File: src/rtl/sample_fetch_master_pkg.sv
// Shared definitions for the sample fetch master.
// Holds the FSM state type, the default Avalon-MM word-address width and
// output FIFO depth, and the fixed 32-bit sample data width.
`timescale 1ns/1ps
package sample_fetch_master_pkg;

  localparam int unsigned DEFAULT_ADDR_W     = 9;
  localparam int unsigned DEFAULT_FIFO_DEPTH = 4;
  localparam int unsigned DATA_W             = 32;

  typedef enum logic [2:0] {
    ST_IDLE,
    ST_REQ,
    ST_RESP,
    ST_ABORT,
    ST_DONE
  } fetch_state_t;

endpackage

File: src/rtl/sample_fifo.sv
// Synchronous first-word-fall-through FIFO for fetched samples.
// Ports:
//   clk, reset      - clock, synchronous active-high reset
//   flush           - empties the FIFO on the next edge (wins over push/pop)
//   push, push_data - write request and data (ignored when full)
//   pop             - read request (ignored when empty)
//   head_data       - current head word, valid whenever count != 0
//   count           - number of stored words (0..DEPTH)
`timescale 1ns/1ps
module sample_fifo
  import sample_fetch_master_pkg::*;
#(
  parameter int unsigned DEPTH = DEFAULT_FIFO_DEPTH,
  parameter int unsigned WIDTH = DATA_W
) (
  input  logic                     clk,
  input  logic                     reset,
  input  logic                     flush,
  input  logic                     push,
  input  logic [WIDTH-1:0]         push_data,
  input  logic                     pop,
  output logic [WIDTH-1:0]         head_data,
  output logic [$clog2(DEPTH):0]   count
);

  localparam int unsigned PTR_W = $clog2(DEPTH);
  localparam int unsigned CNT_W = PTR_W + 1;

  logic [WIDTH-1:0] mem [DEPTH];
  logic [PTR_W-1:0] wr_ptr;
  logic [PTR_W-1:0] rd_ptr;
  logic             do_push;
  logic             do_pop;

  assign do_push = push && !reset && !flush && (count != CNT_W'(DEPTH));
  assign do_pop  = pop && (count != '0);

  // Pointers wrap naturally because DEPTH is a power of two.
  always_ff @(posedge clk) begin
    if (reset || flush) begin
      wr_ptr <= '0;
      rd_ptr <= '0;
      count  <= '0;
    end else begin
      if (do_push) wr_ptr <= wr_ptr + PTR_W'(1);
      if (do_pop)  rd_ptr <= rd_ptr + PTR_W'(1);
      if (do_push && !do_pop)
        count <= count + CNT_W'(1);
      else if (!do_push && do_pop)
        count <= count - CNT_W'(1);
    end
  end

  always_ff @(posedge clk) begin
    if (do_push) mem[wr_ptr] <= push_data;
  end

  assign head_data = mem[rd_ptr];

endmodule

File: src/rtl/sample_fetch_master.sv
// Avalon-MM read master that fetches a burst of consecutive words into an
// output FIFO with a valid/ready consumer interface.
// Ports:
//   clk, reset          - clock, synchronous active-high reset
//   start, base_addr,
//   num_words           - burst request (sampled only when idle)
//   abort               - early termination request
//   busy, done          - burst in progress / one-cycle normal completion
//   avm_*               - Avalon-MM master (one read outstanding at most)
//   out_data, out_valid,
//   out_ready           - FIFO head, non-empty flag, consumer accept
`timescale 1ns/1ps
module sample_fetch_master
  import sample_fetch_master_pkg::*;
#(
  parameter int unsigned ADDR_W     = DEFAULT_ADDR_W,
  parameter int unsigned FIFO_DEPTH = DEFAULT_FIFO_DEPTH
) (
  input  logic              clk,
  input  logic              reset,
  input  logic              start,
  input  logic [ADDR_W-1:0] base_addr,
  input  logic [ADDR_W:0]   num_words,
  input  logic              abort,
  output logic              busy,
  output logic              done,
  output logic [ADDR_W-1:0] avm_address,
  output logic              avm_read,
  input  logic              avm_waitrequest,
  input  logic [DATA_W-1:0] avm_readdata,
  input  logic              avm_readdatavalid,
  output logic [DATA_W-1:0] out_data,
  output logic              out_valid,
  input  logic              out_ready
);

  localparam int unsigned CNT_W = $clog2(FIFO_DEPTH) + 1;
  localparam int unsigned REM_W = ADDR_W + 1;

  fetch_state_t      state;
  logic [ADDR_W-1:0] addr_q;
  logic [REM_W-1:0]  remain_q;
  logic              abort_pend;  // abort seen while a read was stalled
  logic              resp_pend;   // ABORT still owes a word to discard

  logic [CNT_W-1:0]  fifo_count;
  logic              fifo_full;
  logic              fifo_push;
  logic              fifo_pop;
  logic              fifo_flush;

  assign fifo_full   = (fifo_count == CNT_W'(FIFO_DEPTH));
  // No push happens in REQ, so full can only clear there: once raised,
  // avm_read stays high until the handshake moves the FSM on.
  assign avm_read    = (state == ST_REQ) && !fifo_full;
  assign avm_address = addr_q;
  assign busy        = (state != ST_IDLE);
  assign done        = (state == ST_DONE);
  assign out_valid   = (fifo_count != '0);
  assign fifo_pop    = out_valid && out_ready;
  assign fifo_push   = (state == ST_RESP) && avm_readdatavalid && !abort;
  assign fifo_flush  = (state == ST_ABORT) ||
                       ((state == ST_REQ) && abort && !avm_read);

  always_ff @(posedge clk) begin
    if (reset) begin
      state      <= ST_IDLE;
      addr_q     <= '0;
      remain_q   <= '0;
      abort_pend <= 1'b0;
      resp_pend  <= 1'b0;
    end else begin
      case (state)
        ST_IDLE: begin
          if (start) begin
            addr_q   <= base_addr;
            remain_q <= num_words;
            state    <= (num_words == '0) ? ST_DONE : ST_REQ;
          end
        end
        ST_REQ: begin
          if (avm_read) begin
            if (!avm_waitrequest) begin
              if (abort || abort_pend) begin
                state      <= ST_ABORT;
                resp_pend  <= 1'b1;
                abort_pend <= 1'b0;
              end else begin
                state <= ST_RESP;
              end
            end else if (abort) begin
              abort_pend <= 1'b1;
            end
          end else if (abort) begin
            state <= ST_IDLE;
          end
        end
        ST_RESP: begin
          if (abort) begin
            // A word arriving together with abort is simply dropped.
            state     <= ST_ABORT;
            resp_pend <= !avm_readdatavalid;
          end else if (avm_readdatavalid) begin
            addr_q   <= addr_q + ADDR_W'(1);
            remain_q <= remain_q - REM_W'(1);
            state    <= (remain_q == REM_W'(1)) ? ST_DONE : ST_REQ;
          end
        end
        ST_ABORT: begin
          if (!resp_pend || avm_readdatavalid) begin
            state     <= ST_IDLE;
            resp_pend <= 1'b0;
          end
        end
        ST_DONE: state <= ST_IDLE;
        default: state <= ST_IDLE;
      endcase
    end
  end

  sample_fifo #(
    .DEPTH (FIFO_DEPTH),
    .WIDTH (DATA_W)
  ) u_fifo (
    .clk       (clk),
    .reset     (reset),
    .flush     (fifo_flush),
    .push      (fifo_push),
    .push_data (avm_readdata),
    .pop       (fifo_pop),
    .head_data (out_data),
    .count     (fifo_count)
  );

endmodule

File: config.mk
export PLATFORM = sky130hd
export DESIGN_NAME = sample_fetch_master
export DESIGN_NICKNAME = d
export VERILOG_FILES = /design/src/rtl/sample_fetch_master_pkg.sv /design/src/rtl/sample_fifo.sv /design/src/rtl/sample_fetch_master.sv
export SDC_FILE = /design/constraint.sdc
export NUM_CORES = 1
export LEC_CHECK = 0
export BUFFER_PORTS_ARGS = -buffer_cell sky130_fd_sc_hd__clkbuf_2
export CORE_MARGIN = 5
export CORE_UTILIZATION = 49
export DETAILED_ROUTE_END_ITERATION = 12
export GPL_TIMING_DRIVEN = 0
export PLACE_DENSITY = 0.79
export SLEW_MARGIN = 20
export SYNTH_ARGS = -nofsm -noshare
export SYNTH_HDL_FRONTEND = slang
export SYNTH_HIERARCHICAL = 1
export SYNTH_SLANG_ARGS = --single-unit
File: constraint.sdc
create_clock -name clk -period 4.4 [get_ports clk]
set_clock_uncertainty 0.15 [all_clocks]
set_input_delay 0.88 -clock clk [delete_from_list [all_inputs] [get_ports clk]]
set_output_delay 0.88 -clock clk [all_outputs]
set_load 0.01 [all_outputs]
==> flow_summary.toml <==
[clock_tree]
clock-root-buffer = "clkbuf_16"
htree_levels = 4
clkSlewWorstSetupHoldPaths_ps = 60
cts_tree = "done"
cts_setup_buffers = 0
clk_latency_ps = 420
cts.sinks = 161
cts_made_buffers = 17
post_cts_resized = 0
postCtsHoldBufs = 0
cts.path.max_buffers = 2

[worst_setup_path]
crit_buf_inv = 5
cp_num_cells = 13
r2r-start = "state[1]$_SDFFE_PP0P_"
cp_top_family = "simple AND/OR/NAND/NOR gates"
critPathLaunch = "state[1]$_SDFFE_PP0P_"
cp-end-kind = "flip-flop"
crit_path_cell_trace = "or3b_1 -> buf_2 -> buf_6 -> buf_6 -> nor3b_1 -> o311a_1 -> buf_6 -> ha_1 -> inv_1 -> fa_1 -> xor2_1 -> or3_2 -> a21oi_1"
worst_path_most_repeated_cell = "buf_6"
slowest_delay_ps = 430
rr_endpoint = "u_fifo/count[2]$_SDFFE_PP0P_"
crit_end = "u_fifo/count[2]$_SDFFE_PP0P_"
slowest_stage = "dfxtp_1"
cp_max_fo = 10
worst-r2r-cell-count = 13
critPathKind = "reg2reg"
crit_arrival_ps = 3660
cp_data_required_time_ps = 4600
critPathLaunchType = "flip-flop"
r2r_slack_ps = 940

[sta]
min_period_ps = 3460
setup-tns-final_ps = 0
rsz0062_at_grt = "false"
relSlewSlack_pct = 40.0
final-setup-viol-count = 0
slew_viol_final = 0
fmax_mhz = 289
worstMarginPinSlew_ps = 899
fin_crit_sh_pct = 78.6
fin_ws_ps = 940
hold_viol = 0
hold_slack_ps = 342

[placed_design]
hpwl_um = 9530
place.gp.congestion = 0.896
pre_cts_ws_ps = 958
io_buffers = 101

[synthesis]
synth_area_per_cell_um2 = 15.4
syn-num-nets = 501
netlist_instances = 434
synth-edff-count = 128
ys_warn_count = 6
synth_top_area_cell = "edfxtp_1"
ys_types = 55
synthTopCellsByArea = "edfxtp_1 57%, mux4_2 11%, dfxtp_1 9.9%, nor2_1 1.8%, a21oi_1 1.8%"
synth_top_area_share_pct = 57.3
syn_area_um2 = 6700
ys_ff_latch = 161
yosysSeqAreaShare_pct = 67.2
synthFlopType = "edfxtp_1"
async_flop_share_pct = 0

[floorplanning]
die_w_um = 127
fp.dieArea_um2 = 16100
num_rows = 42
ios = 103
coreArea_um2 = 13300
fp.dieH_um = 127
initial_core_util_pct = 50.2

[global_routing]
grt_start_max_net_pins = 33
grt_util_all_layers_pct = 19.1
grt_pass1_wl_um = 23500
overflow = 0
grt_pass1_vias = 4387
grt_antenna_before_repair = 0

[min_path]
hold_path.class = "reg2reg"

[final_layout]
multi_input_area_um2 = 2000
regArea_um2 = 4500
fillCellCount = 1034
antenna_cells = 0
layout_common_cells = "128 x edfxtp_1, 101 x clkbuf_2, 33 x nor2_1, 33 x dfxtp_1, 32 x mux4_2"
area_delta_synth_final_pct = 19.7
drive_gt1_share_pct = 32.5
fin_nets = 621
final_common_cell = "edfxtp_1"

[detailed_routing]
first_pass_iters = 5
dr.first_iter.drc_count = 307
postRouteAntennaNets = 0
top_layer = "met4"
avgRoutedWirePerCell_um = 19.8
via_per_inst = 5.78
dr_wl_met2_um = 7610
vias = 4291
wl_um = 14700
drc = 0
drt-met1-wl_um = 5840
dr_wl_met3_um = 1130

[run]
maxCapViolations = 0

[power]
p_per_area_nw_per_um2 = 481
p_leak_nw = 2.85
peakVddDrop_v = 0.000319

[run_status]
status = "finished clean"
## tightest hold or removal path, stage by stage, from the launching register on
cell and delay [ps]:
dfxtp_1 330, inv_1 60, a211oi_1 50
## report_power, final
| part | switching, W | total, W | internal (W) |
|---|---|---|---|
| sequential | 0.0000787 | 0.00179 | 0.00171 |
| combinational | 0.000360 | 0.000594 | 0.000234 |
| clock | 0.000582 | 0.00148 | 0.000895 |
| total | 0.00102 | 0.00386 | 0.00284 |
## worst min path at each step
stage	start	to	slack [ps]	cells past startpoint
after floorplan	resp_pend$_SDFFE_PP0P_	resp_pend$_SDFFE_PP0P_	290	2
after global placement	resp_pend$_SDFFE_PP0P_	resp_pend$_SDFFE_PP0P_	310	2
after detailed placement	resp_pend$_SDFFE_PP0P_	resp_pend$_SDFFE_PP0P_	330	2
after CTS	resp_pend$_SDFFE_PP0P_	resp_pend$_SDFFE_PP0P_	340	2
after global routing	remain_q[1]$_SDFFE_PP0P_	remain_q[1]$_SDFFE_PP0P_	380	2
final	resp_pend$_SDFFE_PP0P_	resp_pend$_SDFFE_PP0P_	340	2
## per-layer routing
metal,track usage (%),up-vias
li1,-,1943
met1,23.9,2141
met2,31.9,197
met3,5.72,10
met4,6.25,0
met5,0,-
## synthesized netlist by cell type, types with 3 or more instances
library cell    n
a22o_1          4
mux2i_1         3
buf_6           8
nor3b_1         7
and2_2          4
or4_1           4
ha_1            8
clkbuf_1        9
nor4_1          3
or3_1           5
nor2b_1         4
nor3_1          6
edfxtp_1      128
inv_1          10
and2_1          3
nand2_1        16
nand3_1         5
a22oi_1         4
xor2_1          4
nor2_1         33
o21a_1          3
a21oi_1        24
buf_2           7
a21o_1          3
mux4_2         32
a31oi_1         5
dfxtp_1        33
o21ai_0        22
nand4_1         3
## sequential cells by signal (all words and copies together), names as in the netlist, named ones only
| name | cells |
|---|---|
| state | 3 |
| u_fifo/count | 3 |
| u_fifo/rd_ptr | 2 |
| remain_q | 10 |
| u_fifo/wr_ptr | 2 |
| u_fifo/mem | 128 |
| avm_address | 9 |
| resp_pend | 1 |
| abort_pend | 1 |
## cell type report
cell class / instances / area share, %
sequential: 161 / 56.1
buffer: 24 / 1.98
clock buffer: 20 / 5.44
tap: 176 / 2.74
multi-input combinational: 239 / 25.0
inverter: 10 / 0.468
clock inverter: 11 / 1.95
timing repair buffer: 101 / 6.30
## per-stage QoR
| step | util (%) | cells | cell area (um2) | power (W) |
|---|---|---|---|---|
| after detailed placement | 55.7 | 711 | 7430 | 0.00240 |
| after global placement | 55.7 | 711 | 7430 | 0.00237 |
| after floorplan | - | 434 | 6700 | 0.00219 |
| final | 60.1 | 742 | 8020 | 0.00386 |
| after global routing | 60.1 | 742 | 8020 | 0.00404 |
| after CTS | 60.1 | 742 | 8020 | 0.00388 |
## kinds of logic (layout without fill, tap and decap cells)
family                   after synthesis  in the layout  share of synthesized area [%]
flip-flops                           161            161                           67.2
AND/OR/NAND/NOR                      110            110                           8.88
AO/OA/AOI/OAI                         81             81                           7.48
multiplexers                          35             35                           11.2
buffers and inverters                 34            166                           2.93
adder cells (fa/ha/maj)                9              9                           1.79
XOR/XNOR                               4              4                          0.523
Power figures use the tool's default switching activity.
